[src/rtl/tlu_trigger_tagger_if.sv]
// Output stream bundle carrying two 32-bit words per trigger event
// (header, then timestamp) from the tagger to the readout packer.
interface tlu_trigger_tagger_if;
  // Handshake: a word moves on any clock edge where DOUT_VALID && DOUT_READY.
  // While DOUT_VALID && !DOUT_READY the master holds DOUT/DOUT_LAST stable, and
  // it never drops DOUT_VALID without a transfer (reset excepted). DOUT_READY
  // may toggle freely.
  logic [31:0] DOUT;
  logic        DOUT_VALID;
  logic        DOUT_READY;
  logic        DOUT_LAST;

  modport master (
    output DOUT,
    output DOUT_VALID,
    output DOUT_LAST,
    input  DOUT_READY
  );

  modport slave (
    input  DOUT,
    input  DOUT_VALID,
    input  DOUT_LAST,
    output DOUT_READY
  );
endinterface

[src/rtl/tlu_trigger_tagger.sv]
// Timestamps decoded TLU trigger numbers, buffers them in a FIFO and streams each
// event as a header word plus a timestamp word; counts trigger gaps and overflow drops.
module tlu_trigger_tagger #(
  parameter int          FIFO_AW    = 4,
  parameter logic [7:0]  HEADER_TAG = 8'hA5
) (
  input  logic                 CLK,
  input  logic                 RST_SYS,
  input  logic                 ENABLE,
  input  logic                 TRIGGER_CNT_VALID,
  input  logic [15:0]          TRIGGER_CNT,
  tlu_trigger_tagger_if.master dout_if,
  output logic [FIFO_AW:0]     FIFO_LEVEL,
  output logic [15:0]          DROP_CNT,
  output logic [15:0]          GAP_CNT,
  output logic [1:0]           STATE_DBG
);

  localparam int               DEPTH   = 1 << FIFO_AW;
  localparam int               EW      = 50;
  localparam logic [FIFO_AW:0] DEPTH_L = (FIFO_AW + 1)'(DEPTH);

  typedef enum logic [1:0] {
    S_IDLE = 2'd0,
    S_HDR  = 2'd1,
    S_TS   = 2'd2
  } state_t;

  state_t state, state_nx;

  logic [31:0]        ts;
  logic [EW-1:0]      mem [DEPTH];
  logic [FIFO_AW-1:0] wr_ptr, rd_ptr;
  logic [FIFO_AW:0]   count;
  logic               full, empty;
  logic               capture, gap, wr_en, drop, pop;
  logic               first_seen, pend_ovf;
  logic [15:0]        last_cnt, cnt_exp;
  logic [EW-1:0]      wr_entry, rd_entry;

  logic               load_hdr, load_ts, clear_out;
  logic [31:0]        dout_r, ts_hold;
  logic               valid_r, last_r;

  // ------------------------------------------------------------------
  // Free-running timestamp, independent of ENABLE
  // ------------------------------------------------------------------
  always_ff @(posedge CLK) begin
    if (RST_SYS) ts <= '0;
    else         ts <= ts + 32'd1;
  end

  // ------------------------------------------------------------------
  // Capture side: gap detection and FIFO write / drop decision
  // ------------------------------------------------------------------
  assign full     = (count == DEPTH_L);
  assign empty    = (count == '0);
  assign capture  = TRIGGER_CNT_VALID && ENABLE;
  assign cnt_exp  = last_cnt + 16'd1;  // 16'hFFFF -> 16'h0000 wraps naturally
  assign gap      = first_seen && (TRIGGER_CNT != cnt_exp);
  assign wr_en    = capture && !full;
  assign drop     = capture && full;
  assign wr_entry = {pend_ovf, gap, TRIGGER_CNT, ts};
  assign rd_entry = mem[rd_ptr];

  // Dropped events still advance the sequence tracker, so a drop alone is not a gap.
  always_ff @(posedge CLK) begin
    if (RST_SYS) begin
      first_seen <= 1'b0;
      last_cnt   <= '0;
      pend_ovf   <= 1'b0;
      DROP_CNT   <= '0;
      GAP_CNT    <= '0;
    end else if (capture) begin
      first_seen <= 1'b1;
      last_cnt   <= TRIGGER_CNT;
      if (drop) begin
        pend_ovf <= 1'b1;
        if (DROP_CNT != 16'hFFFF) DROP_CNT <= DROP_CNT + 16'd1;
      end else begin
        pend_ovf <= 1'b0;
      end
      if (gap && (GAP_CNT != 16'hFFFF)) GAP_CNT <= GAP_CNT + 16'd1;
    end
  end

  // ------------------------------------------------------------------
  // Event FIFO
  // ------------------------------------------------------------------
  always_ff @(posedge CLK) begin
    if (wr_en) mem[wr_ptr] <= wr_entry;
  end

  always_ff @(posedge CLK) begin
    if (RST_SYS) begin
      wr_ptr <= '0;
      rd_ptr <= '0;
      count  <= '0;
    end else begin
      if (wr_en) wr_ptr <= wr_ptr + 1'b1;
      if (pop)   rd_ptr <= rd_ptr + 1'b1;
      case ({wr_en, pop})
        2'b10:   count <= count + 1'b1;
        2'b01:   count <= count - 1'b1;
        default: count <= count;
      endcase
    end
  end

  assign FIFO_LEVEL = count;

  // ------------------------------------------------------------------
  // Output FSM
  // ------------------------------------------------------------------
  always_ff @(posedge CLK) begin
    if (RST_SYS) state <= S_IDLE;
    else         state <= state_nx;
  end

  always_comb begin
    state_nx  = state;
    pop       = 1'b0;
    load_hdr  = 1'b0;
    load_ts   = 1'b0;
    clear_out = 1'b0;
    case (state)
      S_IDLE: begin
        if (!empty) begin
          pop      = 1'b1;
          load_hdr = 1'b1;
          state_nx = S_HDR;
        end
      end
      S_HDR: begin
        if (dout_if.DOUT_READY) begin
          load_ts  = 1'b1;
          state_nx = S_TS;
        end
      end
      S_TS: begin
        if (dout_if.DOUT_READY) begin
          if (!empty) begin
            pop      = 1'b1;
            load_hdr = 1'b1;
            state_nx = S_HDR;
          end else begin
            clear_out = 1'b1;
            state_nx  = S_IDLE;
          end
        end
      end
      default: state_nx = S_IDLE;
    endcase
  end

  // Output registers only change on a load, so words stay put while stalled.
  always_ff @(posedge CLK) begin
    if (RST_SYS) begin
      dout_r  <= '0;
      ts_hold <= '0;
      valid_r <= 1'b0;
      last_r  <= 1'b0;
    end else if (load_hdr) begin
      dout_r  <= {HEADER_TAG, 4'h0, rd_entry[49], rd_entry[48], 2'b00, rd_entry[47:32]};
      ts_hold <= rd_entry[31:0];
      valid_r <= 1'b1;
      last_r  <= 1'b0;
    end else if (load_ts) begin
      dout_r  <= ts_hold;
      last_r  <= 1'b1;
    end else if (clear_out) begin
      dout_r  <= '0;
      valid_r <= 1'b0;
      last_r  <= 1'b0;
    end
  end

  assign dout_if.DOUT       = dout_r;
  assign dout_if.DOUT_VALID = valid_r;
  assign dout_if.DOUT_LAST  = last_r;
  assign STATE_DBG          = state;

  // ------------------------------------------------------------------
  // Internal sanity properties
  // ------------------------------------------------------------------
  a_no_pop_empty: assert property (@(posedge CLK) disable iff (RST_SYS) pop |-> !empty);
  a_level_range:  assert property (@(posedge CLK) disable iff (RST_SYS) count <= DEPTH_L);

endmodule

[src/flat_wrapper.sv]
// flat-port wrapper written by rule: the top's interface ports become plain ports
module tlu_trigger_tagger_flat 
#(
  parameter int          FIFO_AW    = 4,
  parameter logic [7:0]  HEADER_TAG = 8'hA5
)
  (CLK, RST_SYS, ENABLE, TRIGGER_CNT_VALID, TRIGGER_CNT, FIFO_LEVEL, DROP_CNT, GAP_CNT, STATE_DBG, dout_if_DOUT, dout_if_DOUT_VALID, dout_if_DOUT_LAST, dout_if_DOUT_READY);
  tlu_trigger_tagger_if dout_if_i ();
  input  logic CLK;
  input  logic RST_SYS;
  input  logic ENABLE;
  input  logic TRIGGER_CNT_VALID;
  input  logic [15:0] TRIGGER_CNT;
  output logic [FIFO_AW:0] FIFO_LEVEL;
  output logic [15:0] DROP_CNT;
  output logic [15:0] GAP_CNT;
  output logic [1:0] STATE_DBG;
  output wire logic [$bits(dout_if_i.DOUT)-1:0] dout_if_DOUT;
  output wire logic [$bits(dout_if_i.DOUT_VALID)-1:0] dout_if_DOUT_VALID;
  output wire logic [$bits(dout_if_i.DOUT_LAST)-1:0] dout_if_DOUT_LAST;
  input wire logic [$bits(dout_if_i.DOUT_READY)-1:0] dout_if_DOUT_READY;
  assign dout_if_DOUT = dout_if_i.DOUT;
  assign dout_if_DOUT_VALID = dout_if_i.DOUT_VALID;
  assign dout_if_DOUT_LAST = dout_if_i.DOUT_LAST;
  assign dout_if_i.DOUT_READY = dout_if_DOUT_READY;
  tlu_trigger_tagger #(.FIFO_AW(FIFO_AW), .HEADER_TAG(HEADER_TAG)) u_core (.CLK(CLK), .RST_SYS(RST_SYS), .ENABLE(ENABLE), .TRIGGER_CNT_VALID(TRIGGER_CNT_VALID), .TRIGGER_CNT(TRIGGER_CNT), .dout_if(dout_if_i), .FIFO_LEVEL(FIFO_LEVEL), .DROP_CNT(DROP_CNT), .GAP_CNT(GAP_CNT), .STATE_DBG(STATE_DBG));
endmodule
[config.mk]
export PLATFORM = sky130hd
export DESIGN_NAME = tlu_trigger_tagger_flat
export DESIGN_NICKNAME = d
export VERILOG_FILES = /design/src/rtl/tlu_trigger_tagger_if.sv /design/src/rtl/tlu_trigger_tagger.sv /design/src/flat_wrapper.sv
export SDC_FILE = /design/constraint.sdc
export NUM_CORES = 1
export LEC_CHECK = 0
export CAP_MARGIN = 30
export CORE_UTILIZATION = 50
export CTS_BUF_LIST = sky130_fd_sc_hd__clkbuf_4 sky130_fd_sc_hd__clkbuf_8
export CTS_CLUSTER_SIZE = 12
export DETAILED_ROUTE_END_ITERATION = 6
export GPL_TIMING_DRIVEN = 0
export PLACE_DENSITY_LB_ADDON = 0.3
export SETUP_SLACK_MARGIN = 0.5
export SLEW_MARGIN = 20
export SYNTH_ARGS = -nofsm -noshare
export SYNTH_HDL_FRONTEND = slang
export SYNTH_SLANG_ARGS = --single-unit
export TNS_END_PERCENT = 1
[constraint.sdc]
create_clock -name CLK -period 8.31 [get_ports CLK]
set_clock_uncertainty 0.05 [all_clocks]
set_input_delay 1.2465 -clock CLK [delete_from_list [all_inputs] [get_ports CLK]]
set_output_delay 1.2465 -clock CLK [all_outputs]
set_load 0.02 [all_outputs]
==> out/metrics.cfg <==
[run_status]
status = completed

[grt]
grt.busiest_layer = met2
antenna_found_initial = 2
met3_usage_pct = 5.394
met1_usage_pct = 36.60
grt_usage_pct = 25.15
grt-ovfl-total = 0
grt_use_met2_pct = 38.21
grt_pass1_wl_um = 135800
grt_max_degree = 23
grt_pass1_vias = 20679

[final_layout]
final_nets = 2363
area_growth_syn_to_layout_pct = 17.81
fillers = 5180
final_util_pct = 59.90
layout_commonest_cell = edfxtp_1
final_cell_mix = edfxtp_1 (800), mux4_2 (250), dfxtp_1 (167)
drive_gt1_share_pct = 26.26
final_cell_count_no_fill = 3416

[floorplan]
fp.dieW_um = 275.3
core_um2 = 73450
fp.dieH_um = 275.3
dieArea_um2 = 75790
rows = 99
initial_core_util_pct = 50.85
io_pins = 94

[worst_setup_path]
crit_slowest_cell = clkbuf_1
crit_required_ns = 8.98
crit_chain = clkdlybuf4s50_1 -> nor2b_1 -> or3_1 -> buf_2 -> inv_1 -> clkbuf_1 -> ha_1 -> clkbuf_1 -> xor2_1 -> ha_1 -> o21ai_0 -> a21oi_1 -> a21oi_1 -> xor2_1 -> or3_1 -> a21oi_1
path_buf_inv = 5
critPathCaptureType = flop
cpPeakStageDelay_ns = 0.65
cp_top_family = buffers and inverters
crit_arrival_ns = 5.39
worstSetupStartpointType = input port
crit_top_cell = a21oi_1
setup.worst_path.class = in -> reg
worst-path-max-fanout = 11

[detailed_routing]
via_count = 20762
drtAntennaViolNets = 0
wirelength_um = 92710
drc_errors = 0
vias_per_cell = 6.078
routedWlPerCell_um = 27.14
first_iter_violations = 2711
drt_pass1_iterations = 5

[clock_tree]
clock_latency_ns = 0.79
cts_buffers = 150
cts_max_level = 4
numClockSinks = 967
cts-root-buf = clkbuf_8
clk_path_buf_depth = 3
post_cts_resized = 0
cts_tree = built
clk_pin_slew_ns = 0.06
post-cts-setup-buffers = 0
cts_hold_buf = 0

[pwr]
p_per_area_nw_per_um2 = 270.2
ir_drop_uv = 171.5
p_clk_share_pct = 33.3
switching_share_pct = 27.97
intPower_mw = 8.562
seq_power_share_pct = 46.6
p_comb_share_pct = 20.1
p_leak_nw = 14.19
switching_power_mw = 3.326

[logic_synthesis]
synth.avg_cell_area_um2 = 18.66
synth-seq-cells = 967
synthCells = 2001
ys_types = 59
netlist_area_um2 = 37350
seq_area_frac_synth_pct = 73.27
synthFlopType = edfxtp_1
yosys_warnings = 0
synth-async-reset-ratio_pct = 0
syn-num-nets = 2035
synth-edff-count = 800

[timing]
rsz0062_at_grt = false
maxSlewViolCount = 0
setup_viol = 0
post-route-min-period_ns = 4.720
fmax_mhz = 211.9
tightestPinTransition_ns = 0.9963
hold_viol_final = 0
slew_headroom_pct = 33.58
post-route-period-util_pct = 56.80

[place]
place_congestion = 0.8683
dp.cells = 3134
io_buffers = 93
dpl.hpwl_um = 61630

[worst_hold_path]
hold_path.class = reg -> reg

[flow_run]
maxCapViolCount = 0

synth_stat cells (all sizes together), types with 2 or more instances:
cell	count	area [um2]
edfxtp	800	24020
mux4	250	5630
dfxtp	167	3343
nand2	148	555.5
nor2	125	469.2
clkbuf	72	270.3
a21oi	71	355.3
xor2	52	455.4
buf	38	192.7
nor3	32	165.2
nand3	25	130.1
a221oi	22	192.7
nand4	21	143.9
nor2b	17	106.4
xnor2	15	131.4
and3	14	87.58
o21ai	14	70.07
or3	14	87.58
ha	13	162.7
a22oi	12	90.09
mux2	11	131.4
and4	8	72.57
nor4	8	71.32
inv	7	26.28
mux2i	6	60.06
nand2b	6	37.54
and2	5	31.28
nor3b	4	35.03
a2111oi	2	23.77
a41oi	2	25.03
nand3b	2	15.01
o211ai	2	20.02
o21ba	2	20.02
o31a	2	17.52
o31ai	2	15.01
tightest hold or removal path, delay by kind of cell (launching register included):
family | cells | cell delay [ns]
AOI/OAI and AO/OA | 1 | 0.05
DFF | 1 | 0.31
and+or+nand+nor | 1 | 0.05
worst paths after layout:
kind / slack [ns] / depth (start not counted) / endpoint / startpoint
max: 3.59 / 16 / u_core.FIFO_LEVEL[4] / dout_if_DOUT_READY
min: 0.41 / 2 / u_core.ts_hold[0] / u_core.ts_hold[0]
max reg2reg: 3.74 / 17 / u_core.FIFO_LEVEL[4] / u_core.FIFO_LEVEL[1]
min reg2reg: 0.41 / 2 / u_core.ts_hold[0] / u_core.ts_hold[0]
per-stage QoR:
stage | cell area, um2 | setup TNS [ns] | setup slack (ns) | hold slack [ns] | total power, mW
global placement | 39480 | -807.49 | -3.418 | 0.3951 | 7.939
finish | 44000 | 0 | 3.590 | 0.4093 | 11.89
detailed placement | 40960 | 0 | 2.985 | 0.4003 | 8.013
global route | 44000 | 0 | 3.532 | 0.4243 | 12.31
floorplan | 37350 | 0 | 2.167 | 0.3864 | 7.156
CTS | 43970 | 0 | 3.796 | 0.4101 | 11.93
kinds of logic (layout without fill, tap and decap cells):
kind of cell	Yosys count	after routing	synth area share, %
AO/OA/AOI/OAI	140	140	2.422
XOR/XNOR	67	67	1.571
adder cells (fa/ha/maj)	13	13	0.4355
buffers and inverters	117	572	1.310
flip-flops	967	967	73.27
multiplexers	267	267	15.59
other	0	1	0
AND/OR/NAND/NOR	430	430	5.400
state kept, by name, indices dropped and copies added, names as in the netlist, 2 cells and up, named ones only:
register / cells
u_core.ts_hold: 32
u_core.ts: 32
u_core.dout_if.DOUT: 32
u_core.FIFO_LEVEL: 5
u_core.last_cnt: 16
u_core.STATE_DBG: 2
u_core.mem: 800
u_core.GAP_CNT: 16
u_core.DROP_CNT: 16
u_core.wr_ptr: 4
u_core.rd_ptr: 4
per-layer routing:
| metal | vias up | share of wire, % |
|---|---|---|
| met4 | 2 | 2.3 |
| met1 | 10764 | 41 |
| met3 | 160 | 9.7 |
| met2 | 1137 | 47 |
| li1 | 8699 | - |
| met5 | - | 0.011 |
power groups by stage:
| stage | Combinational (mW) | Clock (mW) | Sequential (mW) |
|---|---|---|---|
| final | 2.39 | 3.96 | 5.54 |
| after global routing | 2.55 | 4.22 | 5.55 |
| after CTS | 2.40 | 4.01 | 5.53 |
| after detailed placement | 2.39 | 0 | 5.63 |
| after global placement | 2.31 | 0 | 5.63 |
| after floorplan | 1.53 | 0 | 5.63 |
layout make-up:
class | count | area (um2) | share of cell area [%]
inverter | 7 | 26.28 | 0.05972
tap | 959 | 1200 | 2.727
multi-input combinational | 917 | 9603 | 21.83
clock inverter | 68 | 414.1 | 0.9412
buffer | 110 | 465.4 | 1.058
antenna | 1 | 2.502 | 0.005687
clock buffer | 211 | 2597 | 5.903
sequential | 967 | 27370 | 62.20
timing repair buffer | 176 | 2325 | 5.284
Note: power is estimated with default switching activity, not from simulation.
